$ cat src/rtl/rc_model_pkg.sv
// rc_model_pkg: default constants and accumulator sizing for the RC filter
package rc_model_pkg;
  localparam int RC_WIDTH_DEF = 8;
  localparam int RC_SHIFT_DEF = 3;
  function automatic int acc_width(input int width, input int shift);
    return width + shift;
  endfunction
endpackage

$ cat src/rtl/rc_leak_step.sv
// rc_leak_step: combinational leaky-integrator update acc + v_in - (acc >> SHIFT)
module rc_leak_step
  import rc_model_pkg::*;
#(
  parameter int WIDTH = RC_WIDTH_DEF,
  parameter int SHIFT = RC_SHIFT_DEF,
  localparam int AW = acc_width(WIDTH, SHIFT)
) (
  input  logic [AW-1:0]    acc,
  input  logic [WIDTH-1:0] v_in,
  output logic [AW-1:0]    acc_next
);
  logic [AW:0] sum;
  // one extra bit holds acc + v_in before the leak is removed
  always_comb begin
    sum = {1'b0, acc} + {{(SHIFT + 1){1'b0}}, v_in} - {1'b0, acc >> SHIFT};
    acc_next = AW'(sum);
  end
endmodule

$ cat config.mk
export PLATFORM = sky130hd
export DESIGN_NAME = rc_leak_step
export DESIGN_NICKNAME = d
export VERILOG_FILES = /design/src/rtl/rc_model_pkg.sv /design/src/rtl/rc_leak_step.sv
export SDC_FILE = /design/constraint.sdc
export NUM_CORES = 1
export LEC_CHECK = 0
export CORE_MARGIN = 4
export CORE_UTILIZATION = 40
export DETAILED_ROUTE_END_ITERATION = 12
export PLACE_DENSITY = 0.78
export SLEW_MARGIN = 20
export SYNTH_ARGS = -nofsm -noshare
export SYNTH_HDL_FRONTEND = slang
export SYNTH_SLANG_ARGS = --single-unit
export TNS_END_PERCENT = 100
$ cat constraint.sdc
create_clock -name vclk -period 5.1
set_input_delay 0.765 -clock vclk [all_inputs]
set_output_delay 0.765 -clock vclk [all_outputs]
set_load 0.02 [all_outputs]
==> results.tsv <==
stage	metric	value	unit
timing	# setup viols final	0	
route	vias per cell	4.73	
worst_setup_path	critical path type	input port to output port	
min_path	Hold EP	acc_next[0]	
clock_network	CTS Hold Bufs	0	
power	Final Power	0.000271	W
finish	# diodes	0	
timing	f_max	223	MHz
power	maximum vdd ir drop	0.122	mV
finish	share of cells above drive strength 1	3.94	%
route	DRT Pass-1 Iters	2	
power	switching share of power	51.1	%
finish	final core utilization	61.5	%
clock_network	setup bufs post-CTS	0	
clock_network	Gates resized, CTS repair	0	
route	total routed wirelength	1720	microns
route	Iter 0 DRT Violations	2	
power	pwr/cell area	255	nW/um^2
finish	FF/Latch Area	0	sq um
placement	post-place instance area	1060	sq um
synthesis	part of the Yosys area used for sequential elements	0	%
floorplan	FP Rows	15	
worst_setup_path	Critical Path Fanout Max	3	
global_routing	vias in the first global route	757	
timing	setup TNS	0	ps
worst_setup_path	CP Launch Type	input port	
power	Clock power frac	0	%
worst_setup_path	Max stage delay cell, worst path	clkdlybuf4s50_1	
synthesis	Mapped Cells	97	
placement	RePlAce Congestion	0.810	
power	Reg power frac	0	%
placement	port bufs	30	
finish	Area Overhead vs Synth	45.4	%
timing	RSZ-0062 raised after global routing	false	
global_routing	GRT Util Overall	14.8	%
floorplan	core box area	1730	sq um
timing	Worst-Margin Slew	305	ps
floorplan	I/O pin count	30	
route	drc violations	0	
timing	pins over their slew limit	0	
floorplan	Initial Util	42.3	%
power	Combinational Power Share	100.0	%
power	Leak	0.538	nW
synthesis	Syn Nets	135	
finish	Filler Cell Count	165	
route	wire per inst	11.3	microns
timing	Tmin final	4490	ps
finish	final-layout clock buffer total	0	
floorplan	die width	50.7	microns
power	P_int	0.000132	W
route	vias	719	
synthesis	synthesized cell area	731	sq um
synthesis	post-synth cell types	23	
route	antenna-violating nets left	0	
finish	non-filler instance count after layout	152	
worst_setup_path	critical path capture point type	output port	
worst_setup_path	slowest stage delay, CP	620	ps
timing	Slew headroom	79.5	%
min_path	Min-Delay Startpoint	acc[0]	
worst_setup_path	Required @ worst endpoint	4340	ps
synthesis	Avg Inst Size Synth	7.53	sq um
timing	Final Cycle Share	88.0	%
timing	Final Hold Viols	0	
flow_run	max_cap viols	0	
min_path	Hold WC Path Type	input port to output port	
global_routing	initial antenna violation count	0	
global_routing	largest net degree at the start of global routing	8	
floorplan	Die Ht	50.7	microns
worst_setup_path	CP arrival	3720	ps
floorplan	DIE AREA	2570	sq um
power	Net Sw Power	0.000139	W
worst_setup_path	critical path, cell by cell	clkdlybuf4s50_1 -> inv_1 -> fa_1 -> inv_1 -> fa_1 -> a21oi_2 -> o211ai_2 -> o41ai_2 -> xnor2_1 -> clkdlybuf4s50_1	
finish	seq_cells	0	
run_status	status	completed	
placement	Placed Instances	152	
finish	Nets	167	
global_routing	first-pass GRT wire length	3050	microns
placement	dpl hpwl	1610	microns
min_path	worst hold path stage count	3	
finish	cell area after layout	1060	sq um
synthesis	synth warn	0	
global_routing	Congestion Overflow GR	0	
per-layer routing:
| metal | up-vias | global-route usage [%] | share of wire (%) |
|---|---|---|---|
| li1 | 365 | - | - |
| met1 | 335 | 15.3 | 38 |
| met2 | 19 | 31.7 | 57 |
| met3 | 0 | 1.19 | 4.7 |
| met4 | 0 | 1.79 | 0 |
| met5 | - | 0 | 0 |
layout by cell type (no fill, tap or decap):
master	n
o221ai_2	1
o41ai_2	1
a21oi_2	1
fa_1	8
nand3_1	7
ha_1	11
o2111ai_1	1
o21ai_0	2
inv_1	35
nand2_1	3
xnor2_1	8
nor2_1	3
nor2b_1	1
a31oi_1	2
a21oi_1	4
clkdlybuf4s50_1	30
xor2_1	2
or3_1	1
nand2b_1	1
o211ai_2	1
and3_1	1
o211ai_1	1
o2111ai_2	1
nor3_1	1
how the worst max path moves through the flow:
stage / startpoint / endpoint / slack, ps / depth (start not counted)
2_1_floorplan: acc[1] / acc_next[8] / 1690 / 8
3_3_place_gp: acc[1] / acc_next[8] / 660 / 10
3_5_place_dp: acc[1] / acc_next[8] / 590 / 10
4_1_cts: acc[1] / acc_next[8] / 580 / 10
5_1_grt: acc[1] / acc_next[8] / 410 / 10
6_report: acc[1] / acc_next[8] / 610 / 10
Yosys cell counts, drive strengths merged:
master	n	area (sq um)
nor3	1	5.00
o41ai	1	16.3
a21oi	5	28.8
xor2	2	17.5
and3	1	6.26
o21ai	2	10.0
nand3	7	35.0
or3	1	6.26
nand2b	1	6.26
o2111ai	2	23.8
o221ai	1	15.0
fa	8	160
nand2	3	11.3
inv	35	131
nor2b	1	6.26
a31oi	2	12.5
nor2	3	11.3
xnor2	8	70.1
o211ai	2	20.0
ha	11	138
power by group through the flow:
| stage | logic (W) | clock network [W] | registers (W) |
|---|---|---|---|
| global route | 0.000296 | 0 | 0 |
| detailed placement | 0.000273 | 0 | 0 |
| global placement | 0.000266 | 0 | 0 |
| floorplan | 0.000168 | 0 | 0 |
| finish | 0.000271 | 0 | 0 |
| CTS | 0.000274 | 0 | 0 |
stage by stage:
stage | hold slack [ps] | worst slack [ps]
3_5_place_dp | 2720 | 590
5_1_grt | 2760 | 414
2_1_floorplan | 1740 | 1690
4_1_cts | 2730 | 581
6_report | 2720 | 611
3_3_place_gp | 2700 | 661
worst max-delay path, delay by kind of cell:
family / cells / cell delay, ps
buf+inv: 4 / 1200
fa+ha+maj: 2 / 1000
xor+xnor: 1 / 160
compound gates: 3 / 600
logic make-up (layout without fill, tap and decap cells):
group	count (synthesis)	after routing	share of synthesized area, %
and+or+nand+nor	18	18	12.0
xor gates and xnor gates	10	10	12.0
buffers and inverters	35	65	18.0
AOI/OAI and AO/OA	15	15	17.3
adders and majority gates	19	19	40.8
final cells by class:
type	instances	area [sq um]	area share, %
multi-input cells	62	599	56.4
well taps	25	31.3	2.94
inverters	35	131	12.4
repair buffers	30	300	28.3
No activity file was read; power rests on OpenSTA's default activity.
